==> config.mk <==
export PLATFORM = sky130hd
export DESIGN_NAME = instruction_fetch_unit
export DESIGN_NICKNAME = d
export VERILOG_FILES = /design/src/rtl/isa_pkg.sv /design/src/rtl/fetch_fifo.sv /design/src/rtl/instruction_fetch_unit.sv
export SDC_FILE = /design/constraint.sdc
export NUM_CORES = 1
export LEC_CHECK = 0
export BUFFER_PORTS_ARGS = -buffer_cell sky130_fd_sc_hd__buf_2
export CAP_MARGIN = 10
export CORE_UTILIZATION = 55
export CTS_CLUSTER_SIZE = 25
export DETAILED_ROUTE_END_ITERATION = 6
export PLACE_DENSITY = 0.9
export SKIP_LAST_GASP = 1
export SLEW_MARGIN = 15
export SYNTH_ARGS = -nofsm -noshare
export SYNTH_HDL_FRONTEND = slang
export SYNTH_SLANG_ARGS = --single-unit
==> constraint.sdc <==
create_clock -name clk -period 15.4 [get_ports clk]
set_input_delay 0.77 -clock clk [delete_from_list [all_inputs] [get_ports clk]]
set_output_delay 0.77 -clock clk [all_outputs]
set_load 0.02 [all_outputs]
==> src/rtl/isa_pkg.sv <==
// Instruction-set constants shared by the fetch path.
// Includes field positions and widths, the NOP encoding, opcodes and an immediate sign-extend helper.
package isa_pkg;

  localparam int unsigned OPCODE_W = 5;
  localparam int unsigned REG_W    = 5;
  localparam int unsigned IMM_W    = 12;

  localparam int unsigned OPCODE_LSB = 27;
  localparam int unsigned RD_LSB     = 22;
  localparam int unsigned RS1_LSB    = 17;
  localparam int unsigned RS2_LSB    = 12;
  localparam int unsigned IMM_LSB    = 0;

  localparam logic [31:0] NOP_WORD = 32'h0;

  localparam logic [OPCODE_W-1:0] ADD    = 5'd0;
  localparam logic [OPCODE_W-1:0] SUB    = 5'd1;
  localparam logic [OPCODE_W-1:0] AND    = 5'd2;
  localparam logic [OPCODE_W-1:0] OR     = 5'd3;
  localparam logic [OPCODE_W-1:0] XOR    = 5'd4;
  localparam logic [OPCODE_W-1:0] SLL    = 5'd5;
  localparam logic [OPCODE_W-1:0] SRL    = 5'd6;
  localparam logic [OPCODE_W-1:0] SRA    = 5'd7;
  localparam logic [OPCODE_W-1:0] SLT    = 5'd8;
  localparam logic [OPCODE_W-1:0] SLTU   = 5'd9;
  localparam logic [OPCODE_W-1:0] LOAD   = 5'd10;
  localparam logic [OPCODE_W-1:0] STORE  = 5'd11;
  localparam logic [OPCODE_W-1:0] BEQ    = 5'd12;
  localparam logic [OPCODE_W-1:0] BNE    = 5'd13;
  localparam logic [OPCODE_W-1:0] JAL    = 5'd14;
  localparam logic [OPCODE_W-1:0] PASS_A = 5'd15;

  function automatic logic [31:0] sign_ext_imm(input logic [IMM_W-1:0] imm);
    return {{(32 - IMM_W){imm[IMM_W-1]}}, imm};
  endfunction

endpackage

==> src/rtl/fetch_fifo.sv <==
// Two-entry synchronous FIFO of {pc, instr} pairs with flush; head reads as zero when empty.
module fetch_fifo #(
  parameter int unsigned Width = 64
) (
  input  logic             clk_i,
  input  logic             rst_ni,
  input  logic             flush_i,
  input  logic             push_i,
  input  logic             pop_i,
  input  logic [Width-1:0] data_i,
  output logic [Width-1:0] data_o,
  output logic [1:0]       count_o
);

  logic [Width-1:0] mem_q [2];
  logic [Width-1:0] mem_d [2];
  logic             rd_ptr_q, rd_ptr_d;
  logic             wr_ptr_q, wr_ptr_d;
  logic [1:0]       count_q, count_d;
  logic             do_pop;

  assign do_pop = pop_i & (count_q != 2'd0);

  always_comb begin
    mem_d    = mem_q;
    rd_ptr_d = rd_ptr_q;
    wr_ptr_d = wr_ptr_q;
    count_d  = count_q;
    if (flush_i) begin
      rd_ptr_d = 1'b0;
      wr_ptr_d = 1'b0;
      count_d  = 2'd0;
    end else begin
      // When full, push and pop hit the same slot; the head has moved on by then.
      if (push_i) begin
        mem_d[wr_ptr_q] = data_i;
        wr_ptr_d        = ~wr_ptr_q;
      end
      if (do_pop) begin
        rd_ptr_d = ~rd_ptr_q;
      end
      count_d = count_q + 2'(push_i) - 2'(do_pop);
    end
  end

  always_ff @(posedge clk_i) begin
    if (!rst_ni) begin
      rd_ptr_q <= 1'b0;
      wr_ptr_q <= 1'b0;
      count_q  <= 2'd0;
    end else begin
      rd_ptr_q <= rd_ptr_d;
      wr_ptr_q <= wr_ptr_d;
      count_q  <= count_d;
    end
  end

  always_ff @(posedge clk_i) begin
    mem_q <= mem_d;
  end

  assign data_o  = (count_q != 2'd0) ? mem_q[rd_ptr_q] : '0;
  assign count_o = count_q;

endmodule

==> src/rtl/instruction_fetch_unit.sv <==
// Instruction fetch: owns the PC, buffers fetched words in a 2-entry FIFO and hands them to decode.
// Define IFU_HALT_ON_NOP_EN to stop fetching after an all-zero word until redirect or reset.
module instruction_fetch_unit
  import isa_pkg::*;
#(
  parameter int unsigned           DATA_WIDTH = 32,
  parameter int unsigned           MEM_DEPTH  = 256,
  parameter logic [DATA_WIDTH-1:0] RESET_PC   = '0
) (
  input  logic                  clk,
  input  logic                  rst_n,
  input  logic                  fetch_en,
  output logic [DATA_WIDTH-1:0] imem_addr,
  input  logic [DATA_WIDTH-1:0] imem_instr,
  input  logic                  redirect_valid,
  input  logic [DATA_WIDTH-1:0] redirect_pc,
  output logic                  out_valid,
  input  logic                  out_ready,
  output logic [DATA_WIDTH-1:0] out_pc,
  output logic [DATA_WIDTH-1:0] out_instr,
  output logic [OPCODE_W-1:0]   out_opcode,
  output logic [REG_W-1:0]      out_rd,
  output logic [REG_W-1:0]      out_rs1,
  output logic [REG_W-1:0]      out_rs2,
  output logic [DATA_WIDTH-1:0] out_imm,
  output logic                  halted
);

  localparam int unsigned AddrBits = $clog2(MEM_DEPTH) + 2;
  localparam logic [DATA_WIDTH-1:0] PcMax  = DATA_WIDTH'((MEM_DEPTH - 1) * 4);
  // Word-aligned and confined to the memory's byte range.
  localparam logic [DATA_WIDTH-1:0] PcMask = DATA_WIDTH'((2 ** AddrBits) - 4);

  logic [DATA_WIDTH-1:0]   pc_q, pc_d;
  logic [2*DATA_WIDTH-1:0] head;
  logic [1:0]              fifo_count;
  logic                    push, pop;
  logic                    fetch_blocked;
  logic                    nop_hold;

`ifdef IFU_HALT_ON_NOP_EN
  logic halted_q, halted_d;
  logic is_nop;

  assign is_nop = (imem_instr == NOP_WORD);

  always_comb begin
    halted_d = halted_q;
    if (redirect_valid) begin
      halted_d = 1'b0;
    end else if (push && is_nop) begin
      halted_d = 1'b1;
    end
  end

  always_ff @(posedge clk) begin
    if (!rst_n) begin
      halted_q <= 1'b0;
    end else begin
      halted_q <= halted_d;
    end
  end

  assign fetch_blocked = halted_q;
  assign nop_hold      = push & is_nop;
  assign halted        = halted_q;
`else
  assign fetch_blocked = 1'b0;
  assign nop_hold      = 1'b0;
  assign halted        = 1'b0;
`endif

  assign pop  = out_valid & out_ready;
  assign push = fetch_en & ~redirect_valid & ~fetch_blocked & ((fifo_count < 2'd2) | pop);

  always_comb begin
    pc_d = pc_q;
    if (redirect_valid) begin
      pc_d = redirect_pc & PcMask;
    end else if (push && !nop_hold) begin
      pc_d = (pc_q == PcMax) ? '0 : pc_q + DATA_WIDTH'(4);
    end
  end

  always_ff @(posedge clk) begin
    if (!rst_n) begin
      pc_q <= RESET_PC;
    end else begin
      pc_q <= pc_d;
    end
  end

  fetch_fifo #(
    .Width(2 * DATA_WIDTH)
  ) u_fetch_fifo (
    .clk_i  (clk),
    .rst_ni (rst_n),
    .flush_i(redirect_valid),
    .push_i (push),
    .pop_i  (pop),
    .data_i ({pc_q, imem_instr}),
    .data_o (head),
    .count_o(fifo_count)
  );

  assign imem_addr  = pc_q;
  assign out_valid  = (fifo_count != 2'd0);
  assign out_pc     = head[2*DATA_WIDTH-1:DATA_WIDTH];
  assign out_instr  = head[DATA_WIDTH-1:0];
  assign out_opcode = out_instr[OPCODE_LSB +: OPCODE_W];
  assign out_rd     = out_instr[RD_LSB +: REG_W];
  assign out_rs1    = out_instr[RS1_LSB +: REG_W];
  assign out_rs2    = out_instr[RS2_LSB +: REG_W];
  assign out_imm    = sign_ext_imm(out_instr[IMM_LSB +: IMM_W]);

endmodule

==> flow_metrics.tcl <==
set metrics [dict create \
    status "complete, no violations" \
    arrival_ps 2300 \
    power-per-cell-area_nw_per_um2 122 \
    hold_class "primary input to flip-flop" \
    globalplace.congestion 0.814 \
    vias 4592 \
    slew_headroom_pct 29.1 \
    post_cts_buffers 0 \
    cpMaxStageDelayCell "buf_4" \
    rr_worst_depth 10 \
    cts_tree "built" \
    cts.sink_count 158 \
    ys_types 39 \
    regToRegSetupSlack_ps 12850 \
    hold_violations 0 \
    grt_max_degree 63 \
    tightest_slew_ps 1060 \
    yosys_warnings 0 \
    die_w_um 114 \
    htree_num_levels 4 \
    wl_per_cell_um 17.3 \
    synth_compound_area_share_pct 1.84 \
    n_fill_cell 822 \
    synth_area_um2 6860 \
    cts_buffer_depth 2 \
    vdd_drop_max_v 0.0000657 \
    drive_gt1_share_pct 34.1 \
    rsz0062_at_grt "false" \
    min_period_ps 3070 \
    dieArea_um2 12900 \
    crit_start "u_fetch_fifo.rd_ptr_q" \
    crit_chain "buf_4, mux2i_1, nor2_1, buf_2" \
    instances_no_fill 853 \
    ys_seq_elements 158 \
    synth-xor-area-share_pct 3.71 \
    port_buffers 189 \
    yosys.area_share.simple_pct 12.2 \
    cap_violations 0 \
    dp.cells 820 \
    postSynthAreaPerCell_um2 12.9 \
    grt_pass1_vias 4375 \
    firstDrtPassIters 5 \
    yosys-top-cells-area "edfxtp_1 54%, dfxtp_1 9.9%, mux2i_1 9.1%" \
    drt-total-wl_um 14800 \
    yosys.area.top_type "edfxtp_1" \
    die_y_um 114 \
    setup_ws_ps 12330 \
    antenna_found_initial 1 \
    finalCritPeriodShare_pct 19.9 \
    endpoint "out_imm[10]" \
    grt_overflow 0 \
    setup_viol 0 \
    fp-row-count 40 \
    cp.buffers_inverters 2 \
    timing.rr.start "u_fetch_fifo.count_o[1]" \
    yosysTopAreaCellShare_pct 54.3 \
    synthArstFlopShare_pct 0 \
    finClkSkew_ps 7.33 \
    hold_path_depth 1 \
    cts_inserted_buffers 17 \
    io_pins 219 \
    p_leak_nw 3.26 \
    track_usage_pct 23.4 \
    coreArea_um2 12100 \
    synthAdderAreaFrac_pct 0.548 \
    startpoint_type "flip-flop" \
    timing.fmax_ghz 0.326 \
    nNetsFinal 743 \
    clock-root-buffer "clkbuf_16" \
    cp_slowest_stage_delay_ps 810 \
    drtAntennaViolNets 0 \
    path_clk_slew_ps 60 \
    routed_via_density 5.38 \
    placed_area_um2 7540 \
    design_area_um2 8170 \
    synth.most_common_cell "edfxtp_1" \
    drc 0 \
    ys_dominant_reg_cell "edfxtp_1" \
    crit_type "flip-flop to output pin" \
    synthMuxAreaShare_pct 9.05 \
    tns_ps 0 \
    worstSkewPairLatency_ps 420 \
    seq_area_frac_synth_pct 64.2 \
    final_core_util_pct 67.7 \
    critPathMaxFanout 62 \
    grt_pass1_wl_um 22400 \
    r2r-end "u_fetch_fifo.count_o[1]" \
    synth_top_family_by_area "simple AND/OR/NAND/NOR gates" \
    place_worst_setup_slack_ps 12640 \
    hold_buffers 0 \
    dp_hpwl_um 9650 \
    cpLargestDelayFamily "buffers and inverters" \
    area_delta_synth_final_pct 19.2 \
    synth_top_cells_by_count "124 x edfxtp_1, 94 x nor2_1, 62 x mux2i_1" \
    worst-path-stages 4 \
    ctsResizeCount 0 \
    drv_slew 0 \
    end_kind "output pin" \
    netlist_instances 533 \
    first_iter_violations 346 \
    crit_required_ps 14630 \
    synth_edf_count 124 \
    initial_core_util_pct 56.8 \
]
==> area by class of cell <==
class | instances | area (um^2) | share of cell area [%]
Antenna cell | 1 | 2.50 | 0.0306
Clock buffer | 23 | 500 | 6.12
Clock inverter | 9 | 133 | 1.62
Inverter | 7 | 26.3 | 0.322
Multi-Input combinational cell | 293 | 1910 | 23.4
Sequential cell | 158 | 4410 | 53.9
Tap cell | 168 | 210 | 2.57
Timing Repair Buffer | 194 | 983 | 12.0
==> kinds of logic (layout without fill, tap and decap cells) <==
family          after synthesis  count (layout)
simple gates                174             174
fa+ha+maj                     3               3
flops                       158             158
mux                          62              62
xor+xnor                     29              29
buf+inv                      86             233
other cells                   1               6
compound gates               20              20
==> report_power, final <==
part | internal (W) | switching (W) | leakage, nW
sequential | 0.000471 | 0.00000622 | 1.41
clock | 0.000279 | 0.000161 | 0.305
combinational | 0.0000243 | 0.0000526 | 1.54
==> registers in the layout (all words and copies together) (netlist names) <==
register / flops
imem_addr: 30
u_fetch_fifo.count_o: 2
u_fetch_fifo.mem_q: 124
u_fetch_fifo.rd_ptr_q: 1
u_fetch_fifo.wr_ptr_q: 1
==> worst min-delay path by stage <==
stage,start,slack [ps],end
after CTS,imem_instr[8],520,u_fetch_fifo.mem_q[72]
final,imem_instr[26],540,u_fetch_fifo.mem_q[26]
after detailed placement,imem_addr[29],530,u_fetch_fifo.mem_q[125]
after floorplan,u_fetch_fifo.wr_ptr_q,490,u_fetch_fifo.wr_ptr_q
after global placement,imem_addr[29],520,u_fetch_fifo.mem_q[125]
after global routing,imem_instr[8],520,u_fetch_fifo.mem_q[72]
==> cells in the final DEF (no fill, tap or decap), types with 2 or more instances in the layout <==
cell | Yosys | final
nor3_1 | 4 | 3
and4_1 | 3 | 3
clkinv_4 | 0 | 3
ha_1 | 3 | 3
conb_1 | 1 | 5
and3_1 | 4 | 4
xnor2_1 | 6 | 6
buf_4 | 59 | 5
bufinv_16 | 0 | 3
a31o_2 | 2 | 2
nand4_1 | 16 | 16
nand2_1 | 16 | 16
clkbuf_1 | 10 | 3
clkbuf_16 | 0 | 19
edfxtp_1 | 124 | 124
nor2_1 | 94 | 93
xor2_1 | 23 | 23
dfxtp_1 | 34 | 33
a21oi_1 | 3 | 3
buf_2 | 9 | 189
nor4_1 | 5 | 5
nand4b_1 | 2 | 2
nand3_1 | 12 | 12
o21a_1 | 2 | 2
nand2b_1 | 3 | 3
o21ai_0 | 8 | 8
mux2i_1 | 62 | 62
and2_1 | 6 | 5
nor2b_1 | 3 | 3
inv_1 | 7 | 7
==> per-stage QoR <==
step	total power (W)	hold slack, ps
4_1_cts	0.000998	523
6_report	0.000994	540
5_1_grt	0.00102	516
3_5_place_dp	0.000564	534
3_3_place_gp	0.000560	520
2_1_floorplan	0.000544	494
==> routing by layer <==
| layer | part of all wire [%] | GRT usage [%] |
|---|---|---|
| met1 | 36 | 26.0 |
| met3 | 8.7 | 7.07 |
| met2 | 52 | 41.0 |
| met5 | 0 | 0 |
| met4 | 2.5 | 11.5 |
Power figures use the tool's default switching activity.
